==> src/rtl/car_motion_controller_pkg.sv <==
// Shared constants for the lane car motion controller: geometry, start positions,
// lane speeds, lane direction mask and FSM encoding.
package car_motion_controller_pkg;

  localparam int N_LANES = 8;
  localparam int POS_W   = 10;
  localparam int IDX_W   = 3;
  localparam int STEP_W  = 4;
  localparam int LEVEL_W = 3;

  localparam logic [POS_W:0]       H_DISPLAY = 11'd640;
  localparam int                   CAR_WIDTH = 32;
  localparam logic [LEVEL_W-1:0]   MAX_LEVEL = 3'd7;

  localparam logic [POS_W-1:0] START_X [N_LANES] = '{
    10'd0, 10'd80, 10'd160, 10'd240, 10'd320, 10'd400, 10'd480, 10'd560
  };

  localparam logic [STEP_W-1:0] LANE_SPEED [N_LANES] = '{
    4'd1, 4'd2, 4'd1, 4'd3, 4'd2, 4'd1, 4'd3, 4'd2
  };

  // Bit i set means lane i+1 moves left; car_x1, x3, x5, x7 run leftwards.
  localparam logic [N_LANES-1:0] LEFT_MASK = 8'b0101_0101;

  typedef enum logic [1:0] {
    S_IDLE   = 2'd0,
    S_UPDATE = 2'd1,
    S_COMMIT = 2'd2
  } state_e;

endpackage

==> src/rtl/car_motion_controller_wrap_adder.sv <==
// Combinational wrap adder: moves x by step in the given direction, modulo H_DISPLAY.
// Shared by all lanes of car_motion_controller.
module car_motion_controller_wrap_adder
  import car_motion_controller_pkg::*;
(
  input  logic [POS_W-1:0]  x_i,
  input  logic [STEP_W-1:0] step_i,
  input  logic              left_i,
  output logic [POS_W-1:0]  x_o
);

  logic [POS_W:0] x_ext;
  logic [POS_W:0] st_ext;
  logic [POS_W:0] sum_d;

  assign x_ext  = {1'b0, x_i};
  assign st_ext = {{(POS_W + 1 - STEP_W){1'b0}}, step_i};
  assign sum_d  = x_ext + st_ext;

  // Step never exceeds 10, so one conditional correction keeps x in 0..H_DISPLAY-1.
  always_comb begin
    x_o = x_i;
    if (left_i) begin
      if (x_ext < st_ext) x_o = POS_W'(x_ext + H_DISPLAY - st_ext);
      else                x_o = POS_W'(x_ext - st_ext);
    end else begin
      if (sum_d >= H_DISPLAY) x_o = POS_W'(sum_d - H_DISPLAY);
      else                    x_o = POS_W'(sum_d);
    end
  end

endmodule

==> src/rtl/car_motion_controller.sv <==
// Per-frame car position generator: steps 8 lanes through one shared wrap adder into a
// shadow bank, then commits all lanes at once. Optional level support: CAR_MOTION_LEVEL_EN.
module car_motion_controller
  import car_motion_controller_pkg::*;
(
  input  logic               CLK,
  input  logic               RST,
  input  logic               frame_tick,
  input  logic               run,
  input  logic               game_reset,
  input  logic               level_up,
  output logic [POS_W-1:0]   car_x1,
  output logic [POS_W-1:0]   car_x2,
  output logic [POS_W-1:0]   car_x3,
  output logic [POS_W-1:0]   car_x4,
  output logic [POS_W-1:0]   car_x5,
  output logic [POS_W-1:0]   car_x6,
  output logic [POS_W-1:0]   car_x7,
  output logic [POS_W-1:0]   car_x8,
  output logic [LEVEL_W-1:0] level,
  output logic               busy,
  output logic               overrun
);

  state_e             state_q;
  logic [IDX_W-1:0]   idx_q;
  logic [POS_W-1:0]   pos_q    [N_LANES];
  logic [POS_W-1:0]   shadow_q [N_LANES];
  logic               busy_q;
  logic               overrun_q;
  logic [LEVEL_W-1:0] level_q;
  logic [STEP_W-1:0]  step_d;
  logic [POS_W-1:0]   wrap_d;
  logic               clr;

  assign clr = RST | game_reset;

`ifdef CAR_MOTION_LEVEL_EN
  always_ff @(posedge CLK) begin
    if (clr) begin
      level_q <= '0;
    end else if (level_up && (level_q != MAX_LEVEL)) begin
      level_q <= level_q + LEVEL_W'(1);
    end
  end
`else
  logic unused_level_up;
  assign unused_level_up = level_up;
  assign level_q         = '0;
`endif

  assign step_d = LANE_SPEED[idx_q] + STEP_W'(level_q);

  // Lanes always read committed positions, never the partially updated shadow bank.
  car_motion_controller_wrap_adder u_car_wrap_adder (
    .x_i    (pos_q[idx_q]),
    .step_i (step_d),
    .left_i (LEFT_MASK[idx_q]),
    .x_o    (wrap_d)
  );

  always_ff @(posedge CLK) begin
    if (clr) begin
      state_q   <= S_IDLE;
      idx_q     <= '0;
      busy_q    <= 1'b0;
      overrun_q <= 1'b0;
      for (int i = 0; i < N_LANES; i++) begin
        pos_q[i]    <= START_X[i];
        shadow_q[i] <= START_X[i];
      end
    end else begin
      if (frame_tick && busy_q) overrun_q <= 1'b1;
      case (state_q)
        S_IDLE: begin
          if (frame_tick && run) begin
            state_q <= S_UPDATE;
            idx_q   <= '0;
            busy_q  <= 1'b1;
          end
        end
        S_UPDATE: begin
          shadow_q[idx_q] <= wrap_d;
          if (idx_q == IDX_W'(N_LANES - 1)) state_q <= S_COMMIT;
          else                              idx_q   <= idx_q + IDX_W'(1);
        end
        S_COMMIT: begin
          for (int i = 0; i < N_LANES; i++) pos_q[i] <= shadow_q[i];
          busy_q  <= 1'b0;
          idx_q   <= '0;
          state_q <= S_IDLE;
        end
        default: state_q <= S_IDLE;
      endcase
    end
  end

  assign car_x1  = pos_q[0];
  assign car_x2  = pos_q[1];
  assign car_x3  = pos_q[2];
  assign car_x4  = pos_q[3];
  assign car_x5  = pos_q[4];
  assign car_x6  = pos_q[5];
  assign car_x7  = pos_q[6];
  assign car_x8  = pos_q[7];
  assign level   = level_q;
  assign busy    = busy_q;
  assign overrun = overrun_q;

endmodule

==> config.mk <==
export PLATFORM = sky130hd
export DESIGN_NAME = car_motion_controller
export DESIGN_NICKNAME = d
export VERILOG_FILES = /design/src/rtl/car_motion_controller_pkg.sv /design/src/rtl/car_motion_controller_wrap_adder.sv /design/src/rtl/car_motion_controller.sv
export SDC_FILE = /design/constraint.sdc
export NUM_CORES = 1
export LEC_CHECK = 0
export ABC_AREA = 1
export BUFFER_PORTS_ARGS = -buffer_cell sky130_fd_sc_hd__clkbuf_2
export CORE_MARGIN = 2
export CORE_UTILIZATION = 55
export DETAILED_ROUTE_END_ITERATION = 6
export GPL_TIMING_DRIVEN = 0
export PLACE_DENSITY = 0.75
export SETUP_SLACK_MARGIN = 0.5
export SLEW_MARGIN = 20
export SYNTH_ARGS = -nofsm -noshare
export SYNTH_HDL_FRONTEND = slang
export SYNTH_SLANG_ARGS = --single-unit
==> constraint.sdc <==
create_clock -name CLK -period 8.3 [get_ports CLK]
set_input_delay 0.83 -clock CLK [delete_from_list [all_inputs] [get_ports CLK]]
set_output_delay 0.83 -clock CLK [all_outputs]
set_load 0.03 [all_outputs]
# Word-level counts from Yosys, hierarchy flattened
# Memory sizes are Yosys's and may differ from the RTL's. A register that Yosys moved wholly into a read port is not among the register bits.
# Index checks and enable logic that the tools add are counted.
# Widths: inputs -> output; s select.
[word_totals]
reg_bits = 7
mem_bits_rw = 160
romBits = 40
inputBits = 6
output_inout_bits = 85
elab_cells = 80
mem_count = 4
[memory_table]
columns = ["name", "depth", "word_bits", "read_ports", "rd_ports_with_merged_regs", "wr", "line_no", "rtl"]
rows = [
  ["pos_q", 8, 10, 9, 1, 8, "car_motion_controller.sv:27", "logic [POS_W-1:0] pos_q [N_LANES];"],
  ["shadow_q", 8, 10, 8, 0, 8, "car_motion_controller.sv:28", "logic [POS_W-1:0] shadow_q [N_LANES];"],
  ["(no name shown)", 8, 4, 1, 0, 0, "car_motion_controller.sv:52", "assign step_d = LANE_SPEED[idx_q] + STEP_W'(level_q);"],
  ["(no name shown)", 8, 1, 1, 1, 0, "car_motion_controller.sv:58", ".left_i (LEFT_MASK[idx_q]),"],
]
[op_classes]
add_sub_neg = 6
magnitude_cmp = 4
n_eq_ne = 6
n_mux = 37
n_bitwise = 10
reduce_logical = 9
[ops]
columns = ["operator", "count"]
rows = [
  ["$mux 10", 12],
  ["$mux 3", 7],
  ["$sub 10x4->10", 2],
  ["$add 10x4->11", 1],
  ["$ge 11x10->1 const B", 1],
  ["$mux 1", 11],
  ["$add 10x10->10 const B", 1],
  ["$lt 10x4->1", 1],
  ["$reduce_or 10->1", 1],
  ["$sub 10x10->10 const B", 1],
  ["$or 1x1->1", 9],
  ["$pmux 3 s3", 1],
  ["$mux 4", 2],
  ["$ne 2x2->1 const B", 3],
  ["$ge 4x4->1 const B", 1],
  ["$lt 3x4->1 const B", 1],
  ["$mux 2", 2],
  ["$not 3->4", 1],
  ["$pmux 2 s2", 1],
  ["$reduce_and 2->1", 2],
  ["$add 3x1->3 const B", 1],
  ["$eq 3x3->1 const B", 1],
  ["$reduce_and 3->1", 1],
  ["$reduce_bool 3->1", 1],
  ["6 further kinds", 7],
]

# Depth between registers and ports, before layout
# Gate-level depths: netlist of the first run.
[depth]
word_depth = 9
mapped_depth = 27
mapped_depth_nobuf = 24

# Hierarchy
# Synthesis of the first run repeated with hierarchy kept, for this count alone.
[unflattened]
hier_cells = 971
area_unflattened_um2 = 8793.4
[modules_own_cells]
columns = ["module", "instances", "cells_each", "area_each_um2", "seq_area_each_um2"]
rows = [
  ["car_motion_controller", 1, 757, 7467.2, 5024.8],
  ["car_motion_controller_wrap_adder", 1, 214, 1326.3, 0.0],
]

# Least setup slack after synthesis of the first run
# OpenSTA, ideal clock, no wires.
[synth_path]
path_kind = "flip-flop to flip-flop"
from = "register (tool-made name)"
to = "memory shadow_q[1][9] (data pin)"
setup_ps = 150
arrival_time_ps = 3402
t_required_ps = 8150
path_slack_ps = 4749
path_stages_with_launch = 27
n_path_buf = 3
period_less_slack_ps = 3551
cell_sequence = "dfxtp_1 buf_6 inv_6 buf_6 buf_6 nor2_1 o22ai_1 nor2_1 a31oi_1 ha_1 inv_1 ha_1 inv_1 fa_1 nor2_1 o21ai_0 and2_1 inv_1 nand3_1 nand2_1 nand2_1 nand2_1 xor2_1 nand2_1 nand2_1 nand2_1 a21oi_1"
[synth_lines]
columns = ["item", "line_no"]
rows = [
  ["end: declaration", "car_motion_controller.sv:28"],
]

==> run_summary.xml, run 1 <==
<?xml version="1.0" encoding="UTF-8"?>
<metrics>
  <group name="die">
    <metric name="core_area" unit="mm^2">0.0153</metric>
    <metric name="die_w" unit="um">129</metric>
    <metric name="initial_core_util" unit="%">56.6</metric>
    <metric name="pin_count" unit="">91</metric>
    <metric name="row_count" unit="">45</metric>
    <metric name="dieArea" unit="mm^2">0.0167</metric>
    <metric name="dieHeight" unit="um">129</metric>
  </group>
  <group name="sta">
    <metric name="number_of_max_slew_violations_in_the_final_report" unit="">0</metric>
    <metric name="setup_total_negative_slack" unit="ns">0</metric>
    <metric name="setup_slack" unit="ns">3.60</metric>
    <metric name="max_freq" unit="MHz">213</metric>
    <metric name="grt_setup_unrepaired" unit="">no</metric>
    <metric name="timing.final.hold_violations" unit="">0</metric>
    <metric name="timing.final.crit_share" unit="%">56.6</metric>
    <metric name="final.setup_skew" unit="ns">0.00837</metric>
    <metric name="worstMarginPinSlew" unit="ns">1.18</metric>
    <metric name="period_needed" unit="ns">4.70</metric>
    <metric name="timing.max_slew.rel_slack" unit="%">20.9</metric>
    <metric name="report.final.setup_viol" unit="">0</metric>
  </group>
  <group name="worst_setup_path">
    <metric name="path_cells" unit="">inv_2 -&gt; buf_2 -&gt; o21ai_0 -&gt; o22ai_1 -&gt; nor2_1 -&gt; a31oi_1 -&gt; ha_1 -&gt; inv_1 -&gt; ha_1 -&gt; inv_1 -&gt; fa_1 -&gt; nor2_1 -&gt; o21ai_0 -&gt; and2_1 -&gt; inv_1 -&gt; nand3_1 -&gt; nand2_1 -&gt; nand2_1 -&gt; nand2_1 -&gt; xor2_1 -&gt; nand2_1 -&gt; nand2_1 -&gt; nand2_1 -&gt; a21oi_1</metric>
    <metric name="regToRegEndpoint" unit="">shadow_q[0][9]$_SDFFCE_PN0P_</metric>
    <metric name="cp.arrival" unit="ns">4.95</metric>
    <metric name="worst_ep_required_time" unit="ns">8.56</metric>
    <metric name="timing.critical_path.max_delay_family" unit="">compound AO/OA/AOI/OAI gates</metric>
    <metric name="timing.reg2reg.worst_path_depth" unit="">24</metric>
    <metric name="critical_path_peak_fanout" unit="">10</metric>
    <metric name="critical-path-top-cell-by-count" unit="">nand2_1</metric>
    <metric name="cpPeakStageDelay" unit="ns">0.40</metric>
    <metric name="setup.worst_path.end_class" unit="">register</metric>
    <metric name="cp.buffers_inverters" unit="">5</metric>
    <metric name="critPathLaunchType" unit="">register</metric>
    <metric name="timing.critical_path.slowest_stage_cell" unit="">a31oi_1</metric>
    <metric name="crit_type" unit="">register to register</metric>
    <metric name="r2r_setup_slack" unit="ns">3.60</metric>
  </group>
  <group name="synthesis">
    <metric name="synth-async-reset-ratio" unit="%">0</metric>
    <metric name="synth.lib_cells_used.distinct" unit="">42</metric>
    <metric name="post_synth_mux_area_share" unit="%">0</metric>
    <metric name="yosys.area_share.xor_xnor" unit="%">0.304</metric>
    <metric name="combinational_family_with_the_most_area_after_synthesis" unit="">simple AND/OR/NAND/NOR gates</metric>
    <metric name="netlist_top_cells_area" unit="">edfxtp_1 56%, nor2_1 7.1%, inv_1 6.9%</metric>
    <metric name="post_synth_fa_ha_maj_area_fraction" unit="%">5.04</metric>
    <metric name="netlist.top_cell.by_area" unit="">edfxtp_1</metric>
    <metric name="synth-simple-area-share" unit="%">21.7</metric>
    <metric name="post_synth_instance_area" unit="mm^2">0.00863</metric>
    <metric name="synth.avg_cell_area" unit="um^2">9.47</metric>
    <metric name="synth_compound_gate_area_share" unit="%">5.09</metric>
    <metric name="yosys.cell_count.top_type" unit="">nor2_1</metric>
    <metric name="synth-seq-cells" unit="">171</metric>
    <metric name="sequential_element_share_of_the_synthesized_area" unit="%">58.2</metric>
    <metric name="synth_cells" unit="">912</metric>
    <metric name="yosys.area.top_type_share" unit="%">55.6</metric>
    <metric name="synth.top_cells.by_count" unit="">163 x nor2_1, 160 x edfxtp_1, 159 x inv_1</metric>
    <metric name="synth-warning-count" unit="">0</metric>
    <metric name="dominantRegCellSynth" unit="">edfxtp_1</metric>
    <metric name="number_of_flops_mapped_to_enable_cells_by_yosys" unit="">160</metric>
  </group>
  <group name="clock_network">
    <metric name="clock_sinks" unit="">171</metric>
    <metric name="cts.clk_slew.worst_paths" unit="ns">0.07</metric>
    <metric name="cts_buffer_depth" unit="">2</metric>
    <metric name="cts_repair_resize_count" unit="">0</metric>
    <metric name="cts-hold-fix-buffers" unit="">0</metric>
    <metric name="cts_tree" unit="">built</metric>
    <metric name="cts_made_buffers" unit="">17</metric>
    <metric name="htree_levels" unit="">4</metric>
    <metric name="clock_tree.root_cell" unit="">clkbuf_16</metric>
    <metric name="post_cts_repair_timing_setup_buffer_count" unit="">0</metric>
    <metric name="worstSkewPairLatency" unit="ns">0.43</metric>
  </group>
  <group name="placed_design">
    <metric name="dpl_worst_slack" unit="ns">3.74</metric>
    <metric name="io_buffer_count" unit="">86</metric>
    <metric name="post-place-cells" unit="">1213</metric>
    <metric name="post-dp-hpwl" unit="um">16300</metric>
    <metric name="globalplace.congestion" unit="">0.970</metric>
  </group>
  <group name="grt">
    <metric name="first_pass_grt_wire_length" unit="um">34100</metric>
    <metric name="maximum_number_of_pins_on_one_net_before_global_route_repair" unit="">57</metric>
    <metric name="total_overflow_reported_by_the_global_router" unit="">0</metric>
    <metric name="grt_antenna_before_repair" unit="">0</metric>
    <metric name="track_usage" unit="%">28.1</metric>
    <metric name="vias_in_the_first_global_route" unit="">5998</metric>
  </group>
  <group name="layout">
    <metric name="area.growth.synth_to_final" unit="%">16.0</metric>
    <metric name="final_core_util" unit="%">65.7</metric>
    <metric name="num_antenna_cells" unit="">0</metric>
    <metric name="fin_nets" unit="">1060</metric>
    <metric name="final-instance-count-excl-fill" unit="">1245</metric>
    <metric name="drive_above_1_share" unit="%">18.7</metric>
  </group>
  <group name="power">
    <metric name="irDropWorstVdd" unit="mV">0.150</metric>
    <metric name="overall_power_of_the_completed_layout" unit="mW">2.19</metric>
    <metric name="pwr_density_cell" unit="mW/mm^2">218</metric>
    <metric name="static-leakage-power" unit="nW">4.28</metric>
  </group>
  <group name="detailed_routing">
    <metric name="post_drt_wl_per_cell" unit="um">18.3</metric>
    <metric name="m1WireLength" unit="um">9450</metric>
    <metric name="top_layer" unit="">met4</metric>
    <metric name="drt_drc_violations_left" unit="">0</metric>
    <metric name="wl_met3" unit="um">1970</metric>
    <metric name="number_of_detailed_route_iterations_in_the_first_pass" unit="">6</metric>
    <metric name="routed_via_density" unit="">5.39</metric>
    <metric name="detailroute.wirelength.met2" unit="um">10500</metric>
    <metric name="detail_route.wirelength" unit="um">22800</metric>
    <metric name="first_iter_violations" unit="">808</metric>
    <metric name="total_via_count_in_the_routed_design" unit="">6707</metric>
    <metric name="ant_nets" unit="">0</metric>
  </group>
  <group name="run">
    <metric name="drv_cap" unit="">0</metric>
  </group>
  <group name="min_path">
    <metric name="holdPathEnd" unit="">busy$_SDFFE_PP0P_</metric>
    <metric name="hold_path_depth" unit="">2</metric>
    <metric name="min-delay-path-class" unit="">register to register</metric>
    <metric name="holdCritStartpoint" unit="">busy$_SDFFE_PP0P_</metric>
  </group>
  <group name="run_status">
    <metric name="status" unit="">finished clean</metric>
  </group>
</metrics>
==> layout by cell type, fill, tap and decap left out, types with 3 or more instances in the layout <==
master / netlist / final
dfxtp_1: 11 / 11
edfxtp_1: 160 / 160
buf_4: 4 / 4
bufinv_16: 0 / 3
o21ai_1: 8 / 8
a21oi_1: 25 / 25
ha_1: 30 / 30
inv_1: 159 / 159
conb_1: 1 / 3
nand2_4: 3 / 4
nor2_1: 163 / 163
clkbuf_16: 0 / 17
a211oi_1: 4 / 4
clkbuf_2: 0 / 86
o22ai_1: 4 / 3
fa_1: 3 / 3
nand2_1: 154 / 153
buf_2: 7 / 7
nand4_1: 3 / 3
o21ai_0: 26 / 26
inv_6: 1 / 4
inv_2: 4 / 4
or2_2: 20 / 20
clkinv_1: 6 / 6
clkbuf_1: 11 / 12
nand3_2: 9 / 9
nand3_1: 59 / 59
nand2_2: 7 / 7
buf_6: 7 / 8
==> how the worst max path moves through the flow <==
stage               slack [ns]  cells past startpoint                      endpoint       start
floorplan                 4.75                     26  shadow_q[1][9]$_SDFFCE_PN0P_    register
global placement          3.37                      4     pos_q[1][9]$_SDFFCE_PN0P_  game_reset
detailed placement        3.74                     24  shadow_q[0][9]$_SDFFCE_PN0P_    register
CTS                       3.71                     24  shadow_q[0][9]$_SDFFCE_PN0P_    register
global route              3.39                     24  shadow_q[0][9]$_SDFFCE_PN0P_    register
finish                    3.60                     24  shadow_q[0][9]$_SDFFCE_PN0P_    register
==> stage by stage <==
stage	instance area, um^2	hold slack, ns
after floorplan	8640	0.482
after global placement	9340	0.456
after detailed placement	9400	0.458
after CTS	10000	0.471
after global routing	10000	0.486
final	10000	0.473
==> registers in the layout, summed over array words and instances, names as in the netlist, named ones only <==
signal                   cells
shadow_q                    80
pos_q                       80
overrun                      1
state_q                      2
idx_q                        3
busy                         1
u_car_wrap_adder.left_i      1
==> area by class of cell <==
cell class	count	area, um^2
fill	1251	5240
inverter	170	643
tap	211	264
buffer	30	189
clock buffer	20	457
sequential	171	5020
multi-input combinational	543	2810
clock inverter	12	161
timing repair buffer	88	469
==> power by group <==
group	switching [mW]	internal, mW
registers	0.0155	0.967
clock network	0.344	0.494
logic	0.273	0.0923
==> logic make-up (layout without fill, tap and decap cells) <==
family	after synthesis	count (layout)
other	1	3
DFF	171	171
xor gates and xnor gates	3	3
buffers and inverters	200	320
AOI/OAI and AO/OA	77	77
and+or+nand+nor	427	427
adders and majority gates	33	33
==> layer usage <==
layer	global-route usage [%]	vias up
met2	44.0	362
met5	0	-
met4	11.7	0
met3	4.50	59
li1	-	3130
met1	39.6	3156
==> worst reg2reg max path: cells and delay by family (launching register included) <==
family | cells | cell delay [ns]
buf+inv | 5 | 0.70
fa+ha+maj | 3 | 0.91
flops | 1 | 0.35
simple gates | 10 | 1.11
xor+xnor | 1 | 0.14
compound gates | 5 | 1.30
Power figures use the tool's default switching activity.
==> inputs of run 2 (changes only) <==
==> constraint.sdc (replaced) <==
create_clock -name CLK -period 4.6 [get_ports CLK]
set_input_delay 0.46 -clock CLK [delete_from_list [all_inputs] [get_ports CLK]]
set_output_delay 0.46 -clock CLK [all_outputs]
set_load 0.03 [all_outputs]
==> run 2 against run 1 <==
  * Setup slack worse by 3.0 ns
  * Critical path depth down 3
  * Hold slack worse by 0.15 ns
  * Critical path type unchanged
  * Largest cell class unchanged
  * Clock-buffer cell count unchanged
  * Final cell count up 0.40%
  * Core utilization up 0.91 points
  * Sequential share of layout area down 0.69 points
  * Routed wire length up 1.2%
  * Highest routed layer unchanged
==> run_summary.xml, run 2 (same netlist as run 1, synthesis figures left out) <==
<?xml version="1.0" encoding="UTF-8"?>
<metrics>
  <group name="clock_network">
    <metric name="clock_sinks" unit="">171</metric>
    <metric name="worstSkewPairLatency" unit="ns">0.43</metric>
    <metric name="cts_buffer_depth" unit="">2</metric>
    <metric name="htree_levels" unit="">4</metric>
    <metric name="clock_tree.root_cell" unit="">clkbuf_16</metric>
    <metric name="cts_made_buffers" unit="">17</metric>
    <metric name="cts.clk_slew.worst_paths" unit="ns">0.07</metric>
    <metric name="cts_tree" unit="">built</metric>
  </group>
  <group name="die">
    <metric name="die_w" unit="um">129</metric>
    <metric name="row_count" unit="">45</metric>
    <metric name="core_area" unit="mm^2">0.0153</metric>
    <metric name="initial_core_util" unit="%">56.6</metric>
    <metric name="dieHeight" unit="um">129</metric>
    <metric name="dieArea" unit="mm^2">0.0167</metric>
    <metric name="pin_count" unit="">91</metric>
  </group>
  <group name="sta">
    <metric name="timing.final.hold_violations" unit="">0</metric>
    <metric name="worstMarginPinSlew" unit="ns">1.17</metric>
    <metric name="setup_slack" unit="ns">0.640</metric>
    <metric name="final.setup_skew" unit="ns">0.00777</metric>
    <metric name="number_of_max_slew_violations_in_the_final_report" unit="">0</metric>
    <metric name="timing.final.crit_share" unit="%">86.1</metric>
    <metric name="period_needed" unit="ns">3.96</metric>
    <metric name="max_freq" unit="MHz">252</metric>
    <metric name="hold-worst-slack" unit="ns">0.327</metric>
    <metric name="report.final.setup_viol" unit="">0</metric>
    <metric name="setup_total_negative_slack" unit="ns">0</metric>
    <metric name="timing.max_slew.rel_slack" unit="%">21.3</metric>
    <metric name="grt_setup_unrepaired" unit="">yes</metric>
  </group>
  <group name="detailed_routing">
    <metric name="first_iter_violations" unit="">777</metric>
    <metric name="number_of_detailed_route_iterations_in_the_first_pass" unit="">6</metric>
    <metric name="detail_route.wirelength" unit="um">23100</metric>
    <metric name="total_via_count_in_the_routed_design" unit="">6685</metric>
    <metric name="ant_nets" unit="">0</metric>
    <metric name="drt_drc_violations_left" unit="">0</metric>
    <metric name="post_drt_wl_per_cell" unit="um">18.5</metric>
    <metric name="routed_via_density" unit="">5.35</metric>
  </group>
  <group name="worst_setup_path">
    <metric name="crit_type" unit="">register to register</metric>
    <metric name="setup.worst_path.end_class" unit="">register</metric>
    <metric name="critPathLaunchType" unit="">register</metric>
    <metric name="worst_ep_required_time" unit="ns">4.76</metric>
    <metric name="critical_path_peak_fanout" unit="">11</metric>
    <metric name="cp.arrival" unit="ns">4.12</metric>
  </group>
  <group name="layout">
    <metric name="area.growth.synth_to_final" unit="%">17.6</metric>
    <metric name="fin_nets" unit="">1065</metric>
    <metric name="final_core_util" unit="%">66.6</metric>
    <metric name="drive_above_1_share" unit="%">20.4</metric>
    <metric name="most_frequent_cells_in_the_layout" unit="">162 x nor2_1, 160 x edfxtp_1, 159 x inv_1</metric>
    <metric name="layout_top_registers" unit="">pos_q (80), shadow_q (80), idx_q (3)</metric>
    <metric name="num_antenna_cells" unit="">0</metric>
    <metric name="fill_cells" unit="">1234</metric>
    <metric name="stdcell_area" unit="mm^2">0.0102</metric>
    <metric name="final-instance-count-excl-fill" unit="">1250</metric>
    <metric name="multi_input_comb_area" unit="mm^2">0.00288</metric>
    <metric name="layout_commonest_cell" unit="">nor2_1</metric>
    <metric name="seqCellArea" unit="mm^2">0.00502</metric>
  </group>
  <group name="placed_design">
    <metric name="io_buffer_count" unit="">86</metric>
    <metric name="dpl-instance-area" unit="mm^2">0.00940</metric>
    <metric name="post-place-cells" unit="">1213</metric>
    <metric name="post-dp-hpwl" unit="um">16300</metric>
    <metric name="globalplace.congestion" unit="">0.970</metric>
    <metric name="dpl_worst_slack" unit="ns">0.0374</metric>
  </group>
  <group name="grt">
    <metric name="first_pass_grt_wire_length" unit="um">34200</metric>
    <metric name="total_overflow_reported_by_the_global_router" unit="">0</metric>
    <metric name="grt_antenna_before_repair" unit="">0</metric>
    <metric name="vias_in_the_first_global_route" unit="">6061</metric>
    <metric name="track_usage" unit="%">28.2</metric>
    <metric name="maximum_number_of_pins_on_one_net_before_global_route_repair" unit="">57</metric>
  </group>
  <group name="power">
    <metric name="overall_power_of_the_completed_layout" unit="mW">3.98</metric>
    <metric name="irDropWorstVdd" unit="mV">0.274</metric>
    <metric name="pwr_density_cell" unit="mW/mm^2">392</metric>
    <metric name="static-leakage-power" unit="nW">4.33</metric>
  </group>
  <group name="run">
    <metric name="drv_cap" unit="">0</metric>
  </group>
  <group name="min_path">
    <metric name="min-delay-path-class" unit="">input pin to register</metric>
  </group>
  <group name="run_status">
    <metric name="status" unit="">finished clean</metric>
  </group>
</metrics>
[run 2: cell count changes in the layout (fill, tap and decap cells not counted), sizes merged]
| cell | before | now |
|---|---|---|
| clkbuf | 117 | 119 |
| buf | 21 | 24 |
[run 2: worst paths after layout]
check	from	to	slack, ns	cells after the start
min reg2reg	busy$_SDFFE_PP0P_	busy$_SDFFE_PP0P_	0.47	2
max reg2reg	register	shadow_q[6][6]$_SDFFCE_PN1P_	0.64	21
min	run	busy$_SDFFE_PP0P_	0.33	3
max	register	shadow_q[6][6]$_SDFFCE_PN1P_	0.64	21
[run 2: power by group]
part	leakage [nW]	switching (mW)	total, mW	internal, mW
Combinational	2.31	0.509	0.698	0.189
Sequential	1.72	0.0280	1.77	1.75
Clock	0.299	0.621	1.51	0.891
Total	4.33	1.16	3.98	2.83
[run 2: per-layer routing]
layer | track usage (%) | share of wire [%]
met1 | 39.5 | 41
met2 | 44.0 | 46
met4 | 12.1 | 4.0
met5 | 0 | 0
met3 | 4.71 | 8.9
[run 2: worst max-delay path: stages, from the launching register on]
cell and delay [ns]:
dfxtp_1 0.33, buf_6 0.14, inv_6 0.04, buf_6 0.14, buf_8 0.14, o21ai_0 0.23
o22ai_2 0.16, inv_1 0.10, o21ai_2 0.06, inv_1 0.07, ha_1 0.14, inv_1 0.07
fa_1 0.42, inv_1 0.11, nand3_1 0.14, nand2_1 0.09, nand2_1 0.06, a21oi_1 0.15
buf_2 0.25, o21ai_0 0.19, o22ai_4 0.51, nand2_1 0.12
[run 2: area by class of cell]
class                      count  area share, %
buffer                        30           1.97
clock buffer                  20           4.50
clock inverter                12           1.59
inverter                     170           6.33
multi-input combinational    543           28.4
sequential                   171           49.5
tap                          211           2.60
timing repair buffer          93           5.16
[run 2: repair_timing]
| item | 4_1_cts | 5_1_grt |
|---|---|---|
| resized for setup | 5 | 20 |
| endpoints found under the setup margin | 40 | 49 |
| cloned | 0 | 1 |
| setup buffers | 3 | 1 |
| pin swaps | 1 | 5 |
| hold buffers | 0 | 0 |
==> inputs of run 3 (changes only) <==
--- a/config.mk
+++ b/config.mk
@@ -7,7 +7,7 @@
 export LEC_CHECK = 0
 export ABC_AREA = 1
 export BUFFER_PORTS_ARGS = -buffer_cell sky130_fd_sc_hd__clkbuf_2
-export CORE_MARGIN = 2
+export CORE_MARGIN = 5
 export CORE_UTILIZATION = 55
 export DETAILED_ROUTE_END_ITERATION = 6
 export GPL_TIMING_DRIVEN = 0
==> run 3 against run 2 <==
  * Die area grew 9.5%
  * Hold slack lost 0.014 ns
  * Routed wire length shrank 1.1%
  * Sequential power is essentially flat
  * Final area shrank 0.73%
  * Global-route usage shrank 2.9 points
  * Final cell count shrank 0.32%
  * Critical endpoint is now shadow_q[7][5]$_SDFFCE_PN1P_
  * Highest routed layer unchanged
==> run_summary.xml, run 3 (same netlist as run 1, synthesis figures left out) <==
<?xml version="1.0" encoding="UTF-8"?>
<metrics>
  <group name="run_status">
    <metric name="status" unit="">finished clean</metric>
  </group>
  <group name="sta">
    <metric name="period_needed" unit="ns">3.94</metric>
    <metric name="timing.final.hold_violations" unit="">0</metric>
    <metric name="max_freq" unit="MHz">254</metric>
    <metric name="report.final.setup_viol" unit="">0</metric>
    <metric name="timing.max_slew.rel_slack" unit="%">48.5</metric>
    <metric name="setup_slack" unit="ns">0.658</metric>
    <metric name="number_of_max_slew_violations_in_the_final_report" unit="">0</metric>
    <metric name="timing.final.crit_share" unit="%">85.7</metric>
    <metric name="worstMarginPinSlew" unit="ns">0.773</metric>
    <metric name="hold-worst-slack" unit="ns">0.312</metric>
    <metric name="grt_setup_unrepaired" unit="">yes</metric>
    <metric name="final.setup_skew" unit="ns">0.00836</metric>
  </group>
  <group name="worst_setup_path">
    <metric name="worst_ep_required_time" unit="ns">4.75</metric>
    <metric name="cp.arrival" unit="ns">4.09</metric>
    <metric name="critical_path_peak_fanout" unit="">10</metric>
    <metric name="setup.worst_path.end_class" unit="">register</metric>
    <metric name="crit_type" unit="">register to register</metric>
    <metric name="critPathLaunchType" unit="">register</metric>
  </group>
  <group name="clock_network">
    <metric name="cts-hold-fix-buffers" unit="">0</metric>
    <metric name="cts_tree" unit="">built</metric>
    <metric name="cts.clk_slew.worst_paths" unit="ns">0.07</metric>
    <metric name="worstSkewPairLatency" unit="ns">0.43</metric>
    <metric name="htree_levels" unit="">4</metric>
    <metric name="clock_tree.root_cell" unit="">clkbuf_16</metric>
    <metric name="cts_made_buffers" unit="">17</metric>
    <metric name="cts_buffer_depth" unit="">2</metric>
    <metric name="clock_sinks" unit="">171</metric>
  </group>
  <group name="detailed_routing">
    <metric name="post_drt_wl_per_cell" unit="um">18.3</metric>
    <metric name="detail_route.wirelength" unit="um">22800</metric>
    <metric name="ant_nets" unit="">0</metric>
    <metric name="drt_drc_violations_left" unit="">0</metric>
    <metric name="routed_via_density" unit="">5.35</metric>
    <metric name="first_iter_violations" unit="">645</metric>
    <metric name="total_via_count_in_the_routed_design" unit="">6660</metric>
    <metric name="number_of_detailed_route_iterations_in_the_first_pass" unit="">5</metric>
  </group>
  <group name="placed_design">
    <metric name="dpl-instance-area" unit="mm^2">0.00940</metric>
    <metric name="io_buffer_count" unit="">86</metric>
    <metric name="post-dp-hpwl" unit="um">16500</metric>
    <metric name="globalplace.congestion" unit="">0.939</metric>
    <metric name="dpl_worst_slack" unit="ns">0.0843</metric>
  </group>
  <group name="grt">
    <metric name="track_usage" unit="%">25.3</metric>
    <metric name="first_pass_grt_wire_length" unit="um">34500</metric>
    <metric name="grt_antenna_before_repair" unit="">0</metric>
    <metric name="maximum_number_of_pins_on_one_net_before_global_route_repair" unit="">48</metric>
    <metric name="vias_in_the_first_global_route" unit="">6145</metric>
    <metric name="total_overflow_reported_by_the_global_router" unit="">0</metric>
  </group>
  <group name="layout">
    <metric name="drive_above_1_share" unit="%">20.0</metric>
    <metric name="num_antenna_cells" unit="">0</metric>
    <metric name="area.growth.synth_to_final" unit="%">16.8</metric>
    <metric name="fin_nets" unit="">1061</metric>
    <metric name="layout_top_registers" unit="">pos_q (80), shadow_q (80), idx_q (3)</metric>
    <metric name="most_frequent_cells_in_the_layout" unit="">161 x nor2_1, 160 x edfxtp_1, 159 x inv_1</metric>
    <metric name="layout_commonest_cell" unit="">nor2_1</metric>
    <metric name="stdcell_area" unit="mm^2">0.0101</metric>
  </group>
  <group name="min_path">
    <metric name="min-delay-path-class" unit="">input pin to register</metric>
  </group>
  <group name="die">
    <metric name="dieHeight" unit="um">135</metric>
    <metric name="initial_core_util" unit="%">56.4</metric>
    <metric name="pin_count" unit="">91</metric>
    <metric name="core_area" unit="mm^2">0.0153</metric>
    <metric name="die_w" unit="um">135</metric>
    <metric name="dieArea" unit="mm^2">0.0183</metric>
    <metric name="row_count" unit="">45</metric>
  </group>
  <group name="power">
    <metric name="pwr-share-comb" unit="%">18.2</metric>
    <metric name="power.share.clock" unit="%">35.3</metric>
    <metric name="static-leakage-power" unit="nW">4.27</metric>
    <metric name="pwr_density_cell" unit="mW/mm^2">378</metric>
    <metric name="power.internal" unit="mW">2.68</metric>
    <metric name="power.switching" unit="mW">1.14</metric>
    <metric name="power.share.switching" unit="%">29.8</metric>
    <metric name="irDropWorstVdd" unit="mV">0.266</metric>
    <metric name="power.sequential.fraction" unit="%">46.5</metric>
  </group>
  <group name="run">
    <metric name="drv_cap" unit="">0</metric>
  </group>
</metrics>
[run 3: path summary, 6_finish.rpt]
kind | startpoint | to | slack [ns] | cells after the start
min reg2reg | busy$_SDFFE_PP0P_ | busy$_SDFFE_PP0P_ | 0.47 | 2
max | register | shadow_q[7][5]$_SDFFCE_PN1P_ | 0.66 | 22
min | run | busy$_SDFFE_PP0P_ | 0.31 | 3
max reg2reg | register | shadow_q[7][5]$_SDFFCE_PN1P_ | 0.66 | 22
[run 3: routing by layer]
metal | share of wire, % | global-route usage, % | up-vias
met4 | 3.9 | 11.9 | 0
met3 | 8.4 | 5.50 | 58
li1 | - | - | 3127
met5 | 0 | 0 | -
met2 | 47 | 38.7 | 323
met1 | 41 | 34.6 | 3152
[run 3: worst max-delay path, stage by stage (launching register included)]
cell     delay (ns)
dfxtp_1        0.31
buf_6          0.13
inv_6          0.06
buf_6          0.16
buf_8          0.16
o21ai_0        0.10
o22ai_2        0.23
nor2_2         0.09
a31oi_4        0.25
ha_4           0.25
inv_1          0.07
ha_1           0.18
inv_1          0.06
fa_2           0.35
nor2_2         0.10
o21ai_0        0.07
and2_1         0.15
inv_1          0.08
nand2_1        0.05
nand2_1        0.07
a21oi_1        0.08
a22oi_2        0.56
nand2_1        0.13
[run 3: final cells by class]
class / instances / area (um^2)
fill: 1257 / 5230
sequential: 171 / 5020
multi-input combinational: 543 / 2920
inverter: 170 / 643
timing repair buffer: 89 / 477
clock buffer: 19 / 433
tap: 211 / 264
buffer: 30 / 204
clock inverter: 13 / 119
[run 3: what timing repair did]
| item | 4_1_cts | 5_1_grt |
|---|---|---|
| endpoints found under the setup margin | 40 | 61 |
| setup buffers | 0 | 1 |
| pin swaps | 0 | 3 |
| gates resized for setup | 6 | 22 |
[run 3: per-stage QoR]
stage	total power [mW]	util (%)	setup TNS, ns	instances
finish	3.82	65.8	0	1246
global route	3.95	65.8	0	1246
CTS	3.78	65.2	0	1245
detailed placement	2.45	61.4	0	1213
global placement	2.43	61.0	-0.617	1211
floorplan	2.21	-	0	914
[run 3: power groups by stage]
stage	clock network [mW]	logic, mW	registers, mW
floorplan	0	0.363	1.85
global placement	0	0.618	1.81
detailed placement	0	0.644	1.81
CTS	1.35	0.653	1.77
global route	1.42	0.748	1.78
finish	1.35	0.693	1.77
